==> src/rtl/seq_divider.sv <==
// Multi-cycle radix-2 non-restoring divider for RV32M DIV/DIVU/REM/REMU, one quotient bit per clock.
// Build option: SEQ_DIVIDER_EARLY_OUT_EN finishes divide-by-zero and signed overflow at acceptance.
module seq_divider #(
    parameter int WIDTH = 32
) (
    input  logic             clk_i,
    input  logic             rst_i,
    input  logic             req_valid_i,
    output logic             req_ready_o,
    input  logic [1:0]       req_op_i,
    input  logic [WIDTH-1:0] req_dividend_i,
    input  logic [WIDTH-1:0] req_divisor_i,
    output logic             resp_valid_o,
    input  logic             resp_ready_i,
    output logic [WIDTH-1:0] resp_data_o
);

    localparam int CW = $clog2(WIDTH) + 1;

    typedef enum logic [1:0] {
        S_IDLE,
        S_CALC,
        S_SIGN,
        S_DONE
    } state_t;

    state_t           state_q;
    logic [1:0]       op_q;
    logic [CW-1:0]    cnt_q;
    logic [WIDTH:0]   rem_q;
    logic [WIDTH-1:0] quo_q;
    logic [WIDTH:0]   dvsr_q;
    logic [WIDTH-1:0] dvnd_q;
    logic             neg_quo_q;
    logic             neg_rem_q;
    logic             dz_q;
    logic             ovf_q;
    logic             resp_valid_q;
    logic [WIDTH-1:0] resp_data_q;

    logic             in_signed;
    logic             in_a_neg;
    logic             in_b_neg;
    logic [WIDTH-1:0] in_a_mag;
    logic [WIDTH-1:0] in_b_mag;
    logic             in_dz;
    logic             in_ovf;

    logic [WIDTH:0]   rem_sh;
    logic [WIDTH:0]   rem_d;
    logic [WIDTH-1:0] quo_d;
    logic [WIDTH:0]   rem_fix;
    logic [WIDTH-1:0] quo_s;
    logic [WIDTH-1:0] rem_s;
    logic [WIDTH-1:0] result_d;

    // Operand decode at acceptance; the magnitude of the most negative value fits as unsigned.
    always_comb begin
        in_signed = ~req_op_i[0];
        in_a_neg  = in_signed & req_dividend_i[WIDTH-1];
        in_b_neg  = in_signed & req_divisor_i[WIDTH-1];
        in_a_mag  = in_a_neg ? -req_dividend_i : req_dividend_i;
        in_b_mag  = in_b_neg ? -req_divisor_i : req_divisor_i;
        in_dz     = (req_divisor_i == '0);
        in_ovf    = in_signed & (req_dividend_i == {1'b1, {(WIDTH-1){1'b0}}})
                    & (req_divisor_i == '1);
    end

`ifdef SEQ_DIVIDER_EARLY_OUT_EN
    logic [WIDTH-1:0] early_data;

    always_comb begin
        early_data = '0;
        if (in_dz)
            early_data = req_op_i[1] ? req_dividend_i : '1;
        else
            early_data = req_op_i[1] ? '0 : req_dividend_i;
    end
`endif

    // One non-restoring step, then the final remainder correction and sign fix-up.
    always_comb begin
        rem_sh  = {rem_q[WIDTH-1:0], quo_q[WIDTH-1]};
        rem_d   = rem_q[WIDTH] ? (rem_sh + dvsr_q) : (rem_sh - dvsr_q);
        quo_d   = {quo_q[WIDTH-2:0], ~rem_d[WIDTH]};
        rem_fix = rem_q[WIDTH] ? (rem_q + dvsr_q) : rem_q;
        quo_s   = neg_quo_q ? -quo_q : quo_q;
        rem_s   = neg_rem_q ? -rem_fix[WIDTH-1:0] : rem_fix[WIDTH-1:0];
        if (dz_q)
            result_d = op_q[1] ? dvnd_q : '1;
        else if (ovf_q)
            result_d = op_q[1] ? '0 : dvnd_q;
        else
            result_d = op_q[1] ? rem_s : quo_s;
    end

    always_ff @(posedge clk_i) begin
        if (rst_i) begin
            state_q      <= S_IDLE;
            op_q         <= '0;
            cnt_q        <= '0;
            rem_q        <= '0;
            quo_q        <= '0;
            dvsr_q       <= '0;
            dvnd_q       <= '0;
            neg_quo_q    <= 1'b0;
            neg_rem_q    <= 1'b0;
            dz_q         <= 1'b0;
            ovf_q        <= 1'b0;
            resp_valid_q <= 1'b0;
            resp_data_q  <= '0;
        end else begin
            case (state_q)
                S_IDLE: begin
                    if (req_valid_i) begin
                        op_q      <= req_op_i;
                        cnt_q     <= CW'(WIDTH);
                        rem_q     <= '0;
                        quo_q     <= in_a_mag;
                        dvsr_q    <= {1'b0, in_b_mag};
                        dvnd_q    <= req_dividend_i;
                        neg_quo_q <= in_a_neg ^ in_b_neg;
                        neg_rem_q <= in_a_neg;
                        dz_q      <= in_dz;
                        ovf_q     <= in_ovf;
                        state_q   <= S_CALC;
`ifdef SEQ_DIVIDER_EARLY_OUT_EN
                        if (in_dz || in_ovf) begin
                            resp_data_q  <= early_data;
                            resp_valid_q <= 1'b1;
                            state_q      <= S_DONE;
                        end
`endif
                    end
                end
                S_CALC: begin
                    rem_q <= rem_d;
                    quo_q <= quo_d;
                    cnt_q <= cnt_q - 1'b1;
                    if (cnt_q == CW'(1))
                        state_q <= S_SIGN;
                end
                S_SIGN: begin
                    resp_data_q  <= result_d;
                    resp_valid_q <= 1'b1;
                    state_q      <= S_DONE;
                end
                S_DONE: begin
                    if (resp_ready_i) begin
                        resp_valid_q <= 1'b0;
                        state_q      <= S_IDLE;
                    end
                end
                default: state_q <= S_IDLE;
            endcase
        end
    end

    assign req_ready_o  = (state_q == S_IDLE);
    assign resp_valid_o = resp_valid_q;
    assign resp_data_o  = resp_data_q;

endmodule

==> config.mk <==
export PLATFORM = sky130hd
export DESIGN_NAME = seq_divider
export DESIGN_NICKNAME = d
export VERILOG_FILES = /design/src/rtl/seq_divider.sv
export SDC_FILE = /design/constraint.sdc
export NUM_CORES = 1
export LEC_CHECK = 0
export CAP_MARGIN = 20
export CORE_MARGIN = 2
export CORE_UTILIZATION = 61
export DETAILED_ROUTE_END_ITERATION = 10
export PLACE_DENSITY = 0.82
export SETUP_SLACK_MARGIN = 0.05
export SYNTH_ARGS = -nofsm -noshare
export SYNTH_HDL_FRONTEND = slang
export SYNTH_SLANG_ARGS = --single-unit
==> constraint.sdc <==
create_clock -name clk_i -period 7.8 [get_ports clk_i]
set_input_delay 2.34 -clock clk_i [delete_from_list [all_inputs] [get_ports clk_i]]
set_output_delay 2.34 -clock clk_i [all_outputs]
set_load 0.05 [all_outputs]
* Yosys cells after proc, flatten, opt, wreduce, memory -nomap -nowiden *
Cells that the tools add are included.

operators by class
  $add $sub $neg = 8
  eq/ne operators = 9
  muxes and demuxes = 23
  bitwise operators = 7
  reductions and logical operators = 8

operator list
  cell                                                                count
  32-bit 2-to-1 mux                                                   11
  32-bit negator                                                      4
  33-bit 2-to-1 mux                                                   2
  33-bit case mux with 2 select lines                                 1
  32-bit == test, second input constant                               2
  32-bit case mux with 2 select lines                                 1
  33-bit by 32-bit adder with 33-bit output                           1
  33-bit by 32-bit subtractor with 33-bit output                      1
  32-bit adder                                                        1
  32-bit zero test                                                    1
  6-bit case mux with 2 select lines                                  1
  2-bit case mux with 4 select lines                                  1
  6-bit by 1-bit == test with 1-bit output, second input constant     1
  2-bit 2-to-1 mux                                                    3
  6-bit 2-to-1 mux                                                    1
  2-bit inequality test, second input constant                        3
  2-bit AND reduction                                                 3
  6-bit by 1-bit subtractor with 6-bit output, second input constant  1
  1-bit AND                                                           4
  2-bit == test, second input constant                                2
  2-bit nonzero test                                                  2
  3-bit AND reduction                                                 1
  2-bit by 1-bit == test with 1-bit output, second input constant     1
  2-bit zero test                                                     1
  other kinds (4)                                                     5

storage, ports and cells
  register bits after elaboration = 176
  input port bits = 70
  output and inout port bits = 34
  word-level logic and storage cells = 68

* Longest topological paths before layout *
Gate-level depths: netlist (run 1).

  word-level depth = 7
  mapped depth = 23
  mapped depth without buffers = 19

* Worst setup path before layout (run 1) *
Ideal clock, no wire load.

  kind = reg2reg
  start point = register rem_q[32]
  end point = register rem_q[31]
  setup time = 0.117 ns
  arrival time = 5.421 ns
  data required time = 7.683 ns
  path slack = 2.262 ns
  cell stages (with the launch flop) = 23
  path buffers = 8
  period minus slack after synthesis = 5.538 ns
  cell sequence = dfxtp_1 -> buf_2 -> buf_1 -> clkbuf_1 -> clkbuf_1 -> clkbuf_1 -> clkbuf_1 -> clkbuf_1 -> clkbuf_1 -> nor2_1 -> xor2_1 -> ha_1 -> a21oi_1 -> o21ai_0 -> a21oi_1 -> o21a_1 -> o41ai_1 -> a221o_1 -> a21oi_1 -> a211o_1 -> o21ai_0 -> xor2_1 -> a22o_1

on the way
  word-level cells in the longest chain between the ends = 2

ends and longest elaborated chain
  what                                 RTL line  RTL
  from (decl)                          30        logic [WIDTH:0] rem_q;
  from (signal assigned)               137       rem_q <= rem_d;
  33-bit 2-to-1 mux                    84        rem_d = rem_q[WIDTH] ? (rem_sh + dvsr_q) : (rem_sh - dvsr_q);
  33-bit case mux with 2 select lines  113       case (state_q)

No other way between the ends.
A chain may end at the register's enable or synchronous reset.

* Final worst setup path (run 1) *
  start point = register dvsr_q[8]
  end point = register quo_q[0]

on the way
  word-level cells in the longest chain between the ends = 4
  elaborated cells on any way between the ends = 5
  classes of those cells = add/sub (2); mux (2); bitwise (1)

ends and longest elaborated chain
  what                                                                                                         RTL line  RTL
  from (decl)                                                                                                  32        logic [WIDTH:0] dvsr_q;
  from (signal assigned)                                                                                       120       dvsr_q <= {1'b0, in_b_mag};
  33-bit by 32-bit subtractor with 33-bit output or 33-bit by 32-bit adder with 33-bit output (tied branches)  84
  33-bit 2-to-1 mux (*)                                                                                        84
  1-bit inverter (*)                                                                                           85        quo_d = {quo_q[WIDTH-2:0], ~rem_d[WIDTH]};
  32-bit case mux with 2 select lines (*)                                                                      113
  to (signal assigned)                                                                                         119       quo_q <= in_a_mag;
  to (signal assigned)                                                                                         138       quo_q <= quo_d;
  to (decl)                                                                                                    31        logic [WIDTH-1:0] quo_q;

Every way passes the cells marked *; elsewhere a longest branch is shown, timed or not.

==> metrics.log, run 1 <==
INFO  metric unrepaired_setup_endpoints_after_global_routing = false
INFO  metric timing.critical_path.from_type = flop
INFO  metric clock_path_buffers = 2
INFO  metric synth_top_family_by_area = compound AO/OA/AOI/OAI gates
INFO  metric first_global_vias = 13613
INFO  metric firstDrtPassIters = 6
INFO  metric buffer_ports.inserted = 103
INFO  metric detail-route-antenna-nets = 0
INFO  metric coreArea = 0.02326 mm²
INFO  metric antenna_found_initial = 0
INFO  metric vias = 15144
INFO  metric tightest_slew = 1.100 ns
INFO  metric vdd.ir_drop.worst = 0.0004281 V
INFO  metric mappedNetlistNets = 2115
INFO  metric post_synthesis_cell_type_count = 83
INFO  metric die_h = 157.1 µm
INFO  metric place_hpwl = 33710 µm
INFO  metric mux_cell_area_share_after_synthesis = 1.103%
INFO  metric crit_required = 8.09 ns
INFO  metric area_share_of_fa_ha_maj_cells_after_synthesis = 6.847%
INFO  metric post_synth_edffs = 0
INFO  metric cts_post_setup_buffers_inserted = 0
INFO  metric multiInputGateArea = 0.01014 mm²
INFO  metric gp_congestion = 1.009
INFO  metric tritoncts = built
INFO  metric slew_violations = 0
INFO  metric fmaxAchievable = 196.2 MHz
INFO  metric gate_count_of_the_mapped_netlist = 1968
INFO  metric diodes = 0
INFO  metric post-route-period-util = 65.35%
INFO  metric power.density_cell_area = 428.8 mW/mm²
INFO  metric synth-xor-area-share = 11.87%
INFO  metric io_pins = 104
INFO  metric grt.overflow.total = 0
INFO  metric clk-insertion-delay-late = 0.45 ns
INFO  metric dp_slack = 2.327 ns
INFO  metric ys_warn_count = 0
INFO  metric timing.slew.headroom = 26.70%
INFO  metric std_cell_rows = 56
INFO  metric share_of_post_route_cells_with_drive_strength_above_1 = 4.088%
INFO  metric met2WireLength = 19930 µm
INFO  metric critPathArrivalTime = 5.39 ns
INFO  metric drtIter0Drc = 1793
INFO  metric grt_start_max_net_pins = 114
INFO  metric htree_levels = 4
INFO  metric timing.hold.worst.class = flop to flop
INFO  metric hold-path-cell-count = 2
INFO  metric fillers = 2052
INFO  metric cts-resized-gates = 0
INFO  metric post_drt_wl_per_cell = 19.83 µm
INFO  metric numCtsBuffers = 17
INFO  metric reg2regPathDepth = 18
INFO  metric vias_per_instance = 6.514
INFO  metric total_of_hold_buffers_inserted_after_clock_tree_synthesis = 0
INFO  metric skew = 0.01624 ns
INFO  metric intPower = 3.352 mW
INFO  metric ys_flop_type = dfxtp_1
INFO  metric synth-async-reset-ratio = 0%
INFO  metric synthSimpleGateAreaFrac = 22.16%
INFO  metric synthesis.area = 0.01429 mm²
INFO  metric route.final.wire_length = 46100 µm
INFO  metric report.final.hold_viol_count = 0
INFO  metric drc = 0
INFO  metric power.switching_fraction = 51.46%
INFO  metric crit_path_max_fanout = 5
INFO  metric clock_sinks = 175
INFO  metric final.setup.tns = 0 ns
INFO  metric status = completed
INFO  metric end_kind = flop
INFO  metric chipWidth = 157.1 µm
INFO  metric regArea = 0.003505 mm²
INFO  metric met3RoutedLength = 4957 µm
INFO  metric grt_pass1_wl = 72150 µm
INFO  metric synth_compound_area_share = 28.90%
INFO  metric topRoutingLayerUsed = met4
INFO  metric wl_met1 = 19610 µm
INFO  metric cap_violations = 0
INFO  metric setup_viol_count_final = 0
INFO  metric clock_power_share = 13.7%
INFO  metric floorplan.initialDensity = 61.43%
INFO  metric synthToLayoutAreaGrowth = 12.68%
INFO  metric power.static_leakage = 6.134 nW
INFO  metric worstSetupPathType = flop to flop
INFO  metric p_seq_share = 22.7%
INFO  metric clkTransAtPathRegs = 0.08 ns
INFO  metric seq_area_frac_synth = 24.52%
INFO  metric net-switching-power = 3.553 mW
INFO  metric p_comb_share = 63.7%
INFO  metric timing.final.crit_period = 5.097 ns
INFO  metric track_usage = 36.81%
INFO  metric synth-seq-cells = 175
INFO  metric num-nets-final = 2140
INFO  metric synth.avg_cell_area = 7.261 µm²
INFO  metric final.setup.worst_slack = 2.703 ns
INFO  metric clock-root-buffer = clkbuf_16
INFO  metric fp.dieArea = 0.02467 mm²
[worst max-delay path, stage by stage (launching register included)]
cell and delay, ns:
dfxtp_1 0.39, nor3_1 0.34, nand2_1 0.13, nor3_1 0.27, nand2_1 0.09, nor3_1 0.46, nor2_1 0.11, xnor2_1 0.15
ha_1 0.35, a21o_1 0.20, a21o_1 0.18, a21oi_1 0.13, o21ai_0 0.12, o41ai_1 0.60, and2_1 0.27, o22a_1 0.17
a21oi_1 0.09, xnor2_1 0.69, a221oi_1 0.20
[Yosys cell counts, types with 5 or more instances]
master      n  area share [%]
nor2_1    205             5.4
dfxtp_1   175              25
a211o_1     8            0.49
o21ai_0   126             4.4
a22oi_1    35             1.8
o21a_1     15            0.79
a21oi_1   198             6.9
buf_2       6            0.21
nand4_1    24             1.1
nor4_1     18            0.79
a31oi_1    11            0.48
clkbuf_1  100             2.6
nand2b_1   20            0.88
o211ai_1   16            0.84
o41ai_1    15            0.92
or4_1      11            0.58
ha_1       75             6.6
and3_1     13            0.57
a311oi_1   19             1.2
a22o_1      5            0.31
nand2_1   267             7.0
or3_1      21            0.92
a21o_1     39             2.0
xnor2_1   100             6.1
o22ai_1    12            0.53
or2_2       6            0.26
inv_1      52             1.4
a221oi_1   12            0.74
a211oi_1   42             2.2
nor3_1     56             2.0
and2_1     11            0.48
o31ai_1    21             1.1
nor2b_1    13            0.57
buf_1      13            0.34
nor3b_1     6            0.32
nand3_1    21            0.74
mux2i_1     9            0.63
xor2_1     91             5.6
[kinds of logic after synthesis]
family / Yosys count
simple gates: 702
compound gates: 635
xor+xnor: 192
flops: 175
buf+inv: 173
fa+ha+maj: 77
mux: 14
[final timing paths]
check | startpoint | endpoint | slack (ns)
worst min-delay path | dvnd_q[28]$_SDFFE_PP0P_ | dvnd_q[28]$_SDFFE_PP0P_ | 0.46
worst max register to register | dvsr_q[8]$_SDFFE_PP0P_ | quo_q[0]$_SDFFE_PP0P_ | 2.70
worst min register to register | dvnd_q[28]$_SDFFE_PP0P_ | dvnd_q[28]$_SDFFE_PP0P_ | 0.46
worst max-delay path | dvsr_q[8]$_SDFFE_PP0P_ | quo_q[0]$_SDFFE_PP0P_ | 2.70
[area by class of cell]
cell class	count	share of cell area (%)
Sequential cell	175	21.77
Tap cell	319	2.479
Clock buffer	17	2.642
Timing Repair Buffer	125	7.491
Clock inverter	15	1.399
Inverter	54	1.259
Multi-Input combinational cell	1620	62.97
[per-stage QoR]
step                      util, %  hold slack, ns  std cells  total power, mW  area, µm²
final                       69.22          0.4581       2325            6.905      16100
after floorplan                 -          0.4319       1968            4.727      14290
after CTS                   69.19          0.4580       2324            6.801      16090
after detailed placement    66.39          0.4430       2292            5.830      15440
after global routing        69.22          0.4758       2325            7.395      16100
after global placement      66.39          0.4426       2292            5.731      15440
[sequential cells by signal, summed over array words and instances (netlist names)]
signal and flops:
dvsr_q 32, dvnd_q 32, dz_q 1, quo_q 32, resp_valid_o 1, cnt_q 6
resp_data_o 32, rem_q 33, neg_quo_q 1, neg_rem_q 1, op_q 1, ovf_q 1
state_q 2
[cells in the final DEF (no fill, tap or decap), types with 8 or more instances in the layout]
cell             count
a211o_1              8
a211oi_1            42
a21o_1              39
a21oi_1            198
a221oi_1            12
a22oi_1             35
a311oi_1            19
a31oi_1             11
and2_1              10
and3_1              13
buf_4               22
clkbuf_16           17
clkdlybuf4s50_1    102
dfxtp_1            174
ha_1                74
inv_1               52
mux2i_1              9
nand2_1            267
nand2b_1            20
nand3_1             21
nand4_1             24
nor2_1             205
nor2b_1             13
nor3_1              56
nor4_1              18
o211ai_1            16
o21a_1              14
o21ai_0            125
o22ai_1             12
o31ai_1             21
o41ai_1             15
or3_1               21
or4_1               11
xnor2_1            100
xor2_1              91
[per-layer routing]
metal | up-vias | global-route usage [%]
met3 | 126 | 8.067
met2 | 805 | 55.95
met5 | - | 0
li1 | 7165 | -
met4 | 0 | 14.37
met1 | 7048 | 50.85
[power by group through the flow]
stage / clock (mW) / sequential, mW / combinational, mW
after floorplan: 0 / 1.64 / 3.09
after global placement: 0 / 1.55 / 4.18
after detailed placement: 0 / 1.56 / 4.27
after CTS: 0.942 / 1.54 / 4.31
after global routing: 0.978 / 1.59 / 4.82
final: 0.944 / 1.57 / 4.40
No activity file was read; power rests on OpenSTA's default activity.
==> inputs of run 2 (changes only) <==
Settings changed: CORE_UTILIZATION 61 to 55, PLACE_DENSITY 0.82 to 0.78.
Clock period 7.8 ns to 4.16 ns, I/O delays scaled along.
==> metrics.log, run 2 (synthesized netlist as in run 1, its figures left out) <==
INFO  metric detail-route-antenna-nets = 0 (unchanged)
INFO  metric p_comb_share = 68.6% (was 63.7%)
INFO  metric timing.final.crit_period = 4.076 ns (was 5.097 ns)
INFO  metric grt.overflow.total = 0 (unchanged)
INFO  metric vias = 15744 (was 15144)
INFO  metric synthToLayoutAreaGrowth = 21.81% (was 12.68%)
INFO  metric place_area = 0.01644 mm² (was 0.01544 mm²)
INFO  metric coreArea = 0.02533 mm² (was 0.02326 mm²)
INFO  metric layout.cells.most_common_list = nand2_1 (265), nor2_1 (200), a21oi_1 (191) (was nand2_1 (267), nor2_1 (205), a21oi_1 (198))
INFO  metric share_of_post_route_cells_with_drive_strength_above_1 = 12.80% (was 4.088%)
INFO  metric end_kind = flop (unchanged)
INFO  metric firstDrtPassIters = 6 (unchanged)
INFO  metric power.density_cell_area = 824.3 mW/mm² (was 428.8 mW/mm²)
INFO  metric io_pins = 104 (unchanged)
INFO  metric total_of_hold_buffers_inserted_after_clock_tree_synthesis = 0 (unchanged)
INFO  metric status = completed (unchanged)
INFO  metric critical_path.reg2reg.endpoint = rem_q[29]$_SDFFE_PP0P_ (was quo_q[0]$_SDFFE_PP0P_)
INFO  metric max_flop_register = rem_q (unchanged)
INFO  metric htree_levels = 4 (unchanged)
INFO  metric worstSetupPathType = flop to flop (unchanged)
INFO  metric largest_reg_flops = 33 (unchanged)
INFO  metric cap_violations = 0 (unchanged)
INFO  metric net-switching-power = 7.192 mW (was 3.553 mW)
INFO  metric place_hpwl = 37540 µm (was 33710 µm)
INFO  metric buffer_ports.inserted = 103 (unchanged)
INFO  metric setup.reg_to_reg.worst_slack = 0.08 ns (was 2.70 ns)
INFO  metric timing.hold.worst.class = flop to flop (unchanged)
INFO  metric timing.critical_path.from_type = flop (unchanged)
INFO  metric first_global_vias = 14341 (was 13613)
INFO  metric report.final.hold_viol_count = 0 (unchanged)
INFO  metric chipWidth = 165.2 µm (was 157.1 µm)
INFO  metric tritoncts = built (unchanged)
INFO  metric grt.met3_usage = 10.31% (was 8.067%)
INFO  metric post_layout_instance_area = 0.01741 mm² (was 0.01610 mm²)
INFO  metric dp_slack = -0.1353 ns (was 2.327 ns)
INFO  metric route.final.wire_length = 50120 µm (was 46100 µm)
INFO  metric setup_viol_count_final = 0 (unchanged)
INFO  metric diodes = 0 (unchanged)
INFO  metric slew_violations = 0 (unchanged)
INFO  metric intPower = 7.156 mW (was 3.352 mW)
INFO  metric clock-root-buffer = clkbuf_16 (unchanged)
INFO  metric grt_start_max_net_pins = 85 (was 114)
INFO  metric floorplan.initialDensity = 56.42% (was 61.43%)
INFO  metric antenna_found_initial = 0 (unchanged)
INFO  metric clock_sinks = 175 (unchanged)
INFO  metric min_to = dvnd_q[22]$_SDFFE_PP0P_ (was dvnd_q[28]$_SDFFE_PP0P_)
INFO  metric post-route-period-util = 97.99% (was 65.35%)
INFO  metric numCtsBuffers = 17 (unchanged)
INFO  metric finish.utilization = 68.73% (was 69.22%)
INFO  metric min-delay-start = dvnd_q[22]$_SDFFE_PP0P_ (was dvnd_q[28]$_SDFFE_PP0P_)
INFO  metric p_total = 14.35 mW (was 6.905 mW)
INFO  metric reg2regPathDepth = 21 (was 18)
INFO  metric p_seq_share = 20.1% (was 22.7%)
INFO  metric layout_commonest_cell = nand2_1 (unchanged)
INFO  metric tightest_slew = 1.043 ns (was 1.100 ns)
INFO  metric skew = 0.01688 ns (was 0.01624 ns)
INFO  metric critPathArrivalTime = 4.43 ns (was 5.39 ns)
INFO  metric drc = 0 (unchanged)
INFO  metric drtIter0Drc = 1802 (was 1793)
INFO  metric timing.slew.headroom = 30.37% (was 26.70%)
INFO  metric post_drt_wl_per_cell = 20.29 µm (was 19.83 µm)
INFO  metric gp_congestion = 1.050 (was 1.009)
INFO  metric unrepaired_setup_endpoints_after_global_routing = true (was false)
INFO  metric clock_power_share = 11.2% (was 13.7%)
INFO  metric power.static_leakage = 6.871 nW (was 6.134 nW)
INFO  metric clock_path_buffers = 2 (unchanged)
INFO  metric grt-busiest-layer = met2 (unchanged)
INFO  metric grt_pass1_wl = 76600 µm (was 72150 µm)
INFO  metric clk-insertion-delay-late = 0.45 ns (about the same)
INFO  metric track_usage = 36.00% (was 36.81%)
INFO  metric final.setup.worst_slack = 0.08379 ns (was 2.703 ns)
INFO  metric vias_per_instance = 6.374 (was 6.514)
INFO  metric die_h = 165.2 µm (was 157.1 µm)
INFO  metric final.setup.tns = 0 ns (unchanged)
INFO  metric worst_r2r_src = dvsr_q[2]$_SDFFE_PP0P_ (was dvsr_q[8]$_SDFFE_PP0P_)
INFO  metric vdd.ir_drop.worst = 0.0008662 V (was 0.0004281 V)
INFO  metric globalRouteMet1Util = 49.08% (was 50.85%)
INFO  metric fp.dieArea = 0.02729 mm² (was 0.02467 mm²)
INFO  metric grtUsageMet2 = 53.79% (was 55.95%)
INFO  metric clkTransAtPathRegs = 0.09 ns (was 0.08 ns)
INFO  metric power.switching_fraction = 50.13% (was 51.46%)
INFO  metric std_cell_rows = 58 (was 56)
INFO  metric crit_required = 4.51 ns (was 8.09 ns)
INFO  metric fillers = 2137 (was 2052)
INFO  metric num-nets-final = 2275 (was 2140)
INFO  metric crit_path_max_fanout = 6 (was 5)
INFO  metric hold-path-cell-count = 2 (unchanged)
INFO  metric fmaxAchievable = 245.3 MHz (was 196.2 MHz)
run 2: area by class of cell:
type | instances | area [µm²] | area share, %
Clock buffer | 17 | 425.4 | 2.444
Clock inverter | 14 | 141.4 | 0.8123
Inverter | 54 | 205.2 | 1.179
Multi-Input combinational cell | 1620 | 10460 | 60.10
Sequential cell | 175 | 3508 | 20.16
Tap cell | 330 | 412.9 | 2.372
Timing Repair Buffer | 260 | 2252 | 12.94
run 2: repair_timing:
action,CTS,global route
gates resized for setup,6,68
buffers inserted,0,15
setup endpoints to repair,16,25
pin swaps,1,39
run 2: power groups by stage:
| stage | Clock [mW] | Sequential (mW) | Combinational (mW) |
|---|---|---|---|
| floorplan | 0 | 3.07 | 5.90 |
| global placement | 0 | 2.85 | 8.91 |
| detailed placement | 0 | 2.87 | 9.09 |
| CTS | 1.61 | 2.83 | 9.19 |
| global route | 1.68 | 2.93 | 10.7 |
| finish | 1.61 | 2.89 | 9.85 |
run 2: worst max path at each step:
stage / start / endpoint / slack, ns
3_5_place_dp: dvsr_q[0]$_SDFFE_PP0P_ / resp_data_o[20]$_SDFFE_PP0P_ / -0.14
2_1_floorplan: rem_q[32]$_SDFFE_PP0P_ / rem_q[23]$_SDFFE_PP0P_ / 0.05
4_1_cts: dvsr_q[1]$_SDFFE_PP0P_ / quo_q[0]$_SDFFE_PP0P_ / 0.06
3_3_place_gp: rem_q[0]$_SDFFE_PP0P_ / resp_data_o[24]$_SDFFE_PP0P_ / -0.07
5_1_grt: dvsr_q[2]$_SDFFE_PP0P_ / quo_q[0]$_SDFFE_PP0P_ / -0.13
6_report: dvsr_q[2]$_SDFFE_PP0P_ / rem_q[29]$_SDFFE_PP0P_ / 0.08
run 2: metal layers:
metal | part of all wire [%] | vias to the layer above
met5 | 0 | -
met1 | 42 | 7396
li1 | - | 7448
met3 | 12 | 110
met4 | 3.3 | 0
met2 | 43 | 790
run 2: critical path, stage by stage (launching register included):
cell and delay [ns]:
dfxtp_1 0.37, nor2_2 0.16, buf_4 0.14, nand2_4 0.05, nor4_4 0.25, buf_4 0.18
nand3b_1 0.16, buf_4 0.19, nor4_2 0.15, buf_4 0.16, nor2_1 0.04, xnor2_1 0.23
ha_2 0.35, buf_4 0.17, a21o_1 0.19, a221oi_2 0.26, nor2_2 0.08, a21oi_2 0.19
a211o_1 0.20, o21bai_1 0.09, xor2_1 0.16, a22o_1 0.19
run 2: per-stage QoR:
stage               hold slack [ns]  std cells
floorplan                    0.4319       1968
finish                       0.4616       2470
CTS                          0.4612       2455
detailed placement           0.4502       2424
global route                 0.4725       2470
global placement             0.4444       2424
==> inputs of run 3 (changes only) <==
Settings changed: CTS_CLUSTER_SIZE from default to 40, SLEW_MARGIN from default to 30.
==> metrics.log, run 3 (synthesized netlist as in run 1, its figures left out) <==
INFO  metric clock-root-buffer = clkbuf_16 (unchanged)
INFO  metric detail-route-antenna-nets = 0 (unchanged)
INFO  metric net-switching-power = 7.192 mW (about the same)
INFO  metric fmaxAchievable = 245.4 MHz (was 245.3 MHz)
INFO  metric timing.hold.worst.class = flop to flop (unchanged)
INFO  metric firstDrtPassIters = 6 (unchanged)
INFO  metric chipWidth = 165.2 µm (unchanged)
INFO  metric slew_violations = 0 (unchanged)
INFO  metric report.final.hold_viol_count = 0 (unchanged)
INFO  metric post_layout_instance_area = 0.01741 mm² (about the same)
INFO  metric grt_start_max_net_pins = 85 (unchanged)
INFO  metric numCtsBuffers = 17 (unchanged)
INFO  metric antenna_found_initial = 0 (unchanged)
INFO  metric power.density_cell_area = 824.2 mW/mm² (was 824.3 mW/mm²)
INFO  metric skew = 0.01744 ns (was 0.01688 ns)
INFO  metric crit_required = 4.51 ns (about the same)
INFO  metric grt.overflow.total = 0 (unchanged)
INFO  metric share_of_post_route_cells_with_drive_strength_above_1 = 12.85% (was 12.80%)
INFO  metric io_pins = 104 (unchanged)
INFO  metric timing.critical_path.from_type = flop (unchanged)
INFO  metric std_cell_rows = 58 (unchanged)
INFO  metric clock_power_share = 11.2% (about the same)
INFO  metric status = completed (unchanged)
INFO  metric track_usage = 36.00% (unchanged)
INFO  metric cp_slowest_stage_delay = 0.37 ns (about the same)
INFO  metric worstSetupPathType = flop to flop (unchanged)
INFO  metric floorplan.initialDensity = 56.42% (unchanged)
INFO  metric vdd.ir_drop.worst = 0.0008705 V (was 0.0008662 V)
INFO  metric first_global_vias = 14341 (unchanged)
INFO  metric max_flop_register = rem_q (unchanged)
INFO  metric unrepaired_setup_endpoints_after_global_routing = true (unchanged)
INFO  metric power.static_leakage = 6.871 nW (about the same)
INFO  metric place_area = 0.01644 mm² (unchanged)
INFO  metric route.final.wire_length = 50030 µm (was 50120 µm)
INFO  metric timing.final.crit_period = 4.074 ns (was 4.076 ns)
INFO  metric cpMostUsedCell = buf_4 (unchanged)
INFO  metric synthToLayoutAreaGrowth = 21.82% (was 21.81%)
INFO  metric p_comb_share = 68.7% (was 68.6%)
INFO  metric cp_slowest_cell = dfxtp_1 (unchanged)
INFO  metric fp.dieArea = 0.02729 mm² (unchanged)
INFO  metric crit_path_max_fanout = 6 (unchanged)
INFO  metric cap_violations = 0 (unchanged)
INFO  metric p_seq_share = 20.1% (about the same)
INFO  metric clkTransAtPathRegs = 0.09 ns (about the same)
INFO  metric grt_pass1_wl = 76600 µm (unchanged)
INFO  metric clock_path_buffers = 2 (unchanged)
INFO  metric clock_sinks = 175 (unchanged)
INFO  metric power.switching_fraction = 50.13% (about the same)
INFO  metric gp_congestion = 1.050 (unchanged)
INFO  metric critPathArrivalTime = 4.42 ns (was 4.43 ns)
INFO  metric buffer_ports.inserted = 103 (unchanged)
INFO  metric timing.hold.ws = 0.4580 ns (was 0.4616 ns)
INFO  metric num-nets-final = 2275 (unchanged)
INFO  metric diodes = 0 (unchanged)
INFO  metric largest_reg_flops = 33 (unchanged)
INFO  metric cp_top_family = compound AO/OA/AOI/OAI gates (unchanged)
INFO  metric crit_buf_inv = 5 (unchanged)
INFO  metric vias = 15758 (was 15744)
INFO  metric vias_per_instance = 6.380 (was 6.374)
INFO  metric tightest_slew = 0.9838 ns (was 1.043 ns)
INFO  metric setup_viol_count_final = 0 (unchanged)
INFO  metric die_h = 165.2 µm (unchanged)
INFO  metric final.setup.tns = 0 ns (unchanged)
INFO  metric layout.cells.most_common_list = nand2_1 (265), nor2_1 (200), a21oi_1 (191) (unchanged)
INFO  metric tritoncts = built (unchanged)
INFO  metric fillers = 2138 (was 2137)
INFO  metric layout_commonest_cell = nand2_1 (unchanged)
INFO  metric clk-insertion-delay-late = 0.45 ns (about the same)
INFO  metric end_kind = flop (unchanged)
INFO  metric drtIter0Drc = 1899 (was 1802)
INFO  metric intPower = 7.155 mW (was 7.156 mW)
INFO  metric drc = 0 (unchanged)
INFO  metric crit_path_cell_trace = nor2_2 > buf_4 > nand2_4 > nor4_4 > buf_4 > nand3b_1 > buf_4 > nor4_2 > buf_4 > nor2_1 > xnor2_1 > ha_2 > buf_4 > a21o_1 > a221oi_2 > nor2_2 > a21oi_2 > a211o_1 > o21bai_1 > xor2_1 > a22o_1 (unchanged)
INFO  metric post-route-period-util = 97.94% (was 97.99%)
INFO  metric timing.slew.headroom = 34.41% (was 30.37%)
INFO  metric coreArea = 0.02533 mm² (unchanged)
INFO  metric htree_levels = 4 (unchanged)
INFO  metric place_hpwl = 37540 µm (unchanged)
INFO  metric post_drt_wl_per_cell = 20.26 µm (was 20.29 µm)
## run 3: cell counts in the layout (fill, tap and decap cells not counted)
Identical to the previous run, type by type.
## run 3: per-layer routing
| layer | track usage (%) | up-vias | wire length (µm) |
|---|---|---|---|
| met5 | 0 | - | 0 |
| met4 | 13.48 | 0 | 1886 |
| met3 | 10.31 | 136 | 5495 |
| met2 | 53.79 | 795 | 21430 |
| met1 | 49.08 | 7374 | 21210 |
| li1 | - | 7453 | - |
## run 3: layout make-up
type / count / area (µm²) / share of cell area (%)
inverters: 54 / 205.2 / 1.179
clock inverters: 14 / 141.4 / 0.8122
repair buffers: 260 / 2252 / 12.94
flip-flops and latches: 175 / 3510 / 20.16
well taps: 330 / 412.9 / 2.372
multi-input cells: 1620 / 10460 / 60.10
clock buffers: 17 / 425.4 / 2.444
## run 3: metrics by stage
stage          util, %  std cells  power, mW  worst slack (ns)
6_report         68.73       2470      14.35           0.08557
4_1_cts          67.23       2455      13.64           0.06492
3_5_place_dp     64.90       2424      11.96           -0.1353
3_3_place_gp     64.90       2424      11.76          -0.06882
2_1_floorplan        -       1968      8.970           0.05126
5_1_grt          68.73       2470      15.28           -0.1269
## run 3: what timing repair did
item                       CTS  global route
gates cloned                 0             0
setup buffers                0            15
resized for setup            6            68
hold buffers                 0             0
pin swaps                    1            39
setup endpoints to repair   16            25
## run 3: final timing paths
check	start	endpoint	slack, ns	depth (start not counted)
setup / recovery	dvsr_q[2]$_SDFFE_PP0P_	rem_q[29]$_SDFFE_PP0P_	0.09	21
hold / removal	dvnd_q[22]$_SDFFE_PP0P_	dvnd_q[22]$_SDFFE_PP0P_	0.46	2
setup reg to reg	dvsr_q[2]$_SDFFE_PP0P_	rem_q[29]$_SDFFE_PP0P_	0.09	21
hold reg to reg	dvnd_q[22]$_SDFFE_PP0P_	dvnd_q[22]$_SDFFE_PP0P_	0.46	2
## run 3: power groups by stage
| stage | Sequential (mW) | Combinational (mW) | Clock (mW) |
|---|---|---|---|
| 2_1_floorplan | 3.07 | 5.90 | 0 |
| 3_3_place_gp | 2.85 | 8.91 | 0 |
| 3_5_place_dp | 2.87 | 9.09 | 0 |
| 4_1_cts | 2.83 | 9.19 | 1.61 |
| 5_1_grt | 2.93 | 10.7 | 1.68 |
| 6_report | 2.89 | 9.85 | 1.61 |
## run 3: worst min-delay path, delay by kind of cell, from the launching register on
| family | cells | cell delay [ns] |
|---|---|---|
| AOI/OAI and AO/OA | 1 | 0.05 |
| and+or+nand+nor | 1 | 0.05 |
| DFF | 1 | 0.31 |
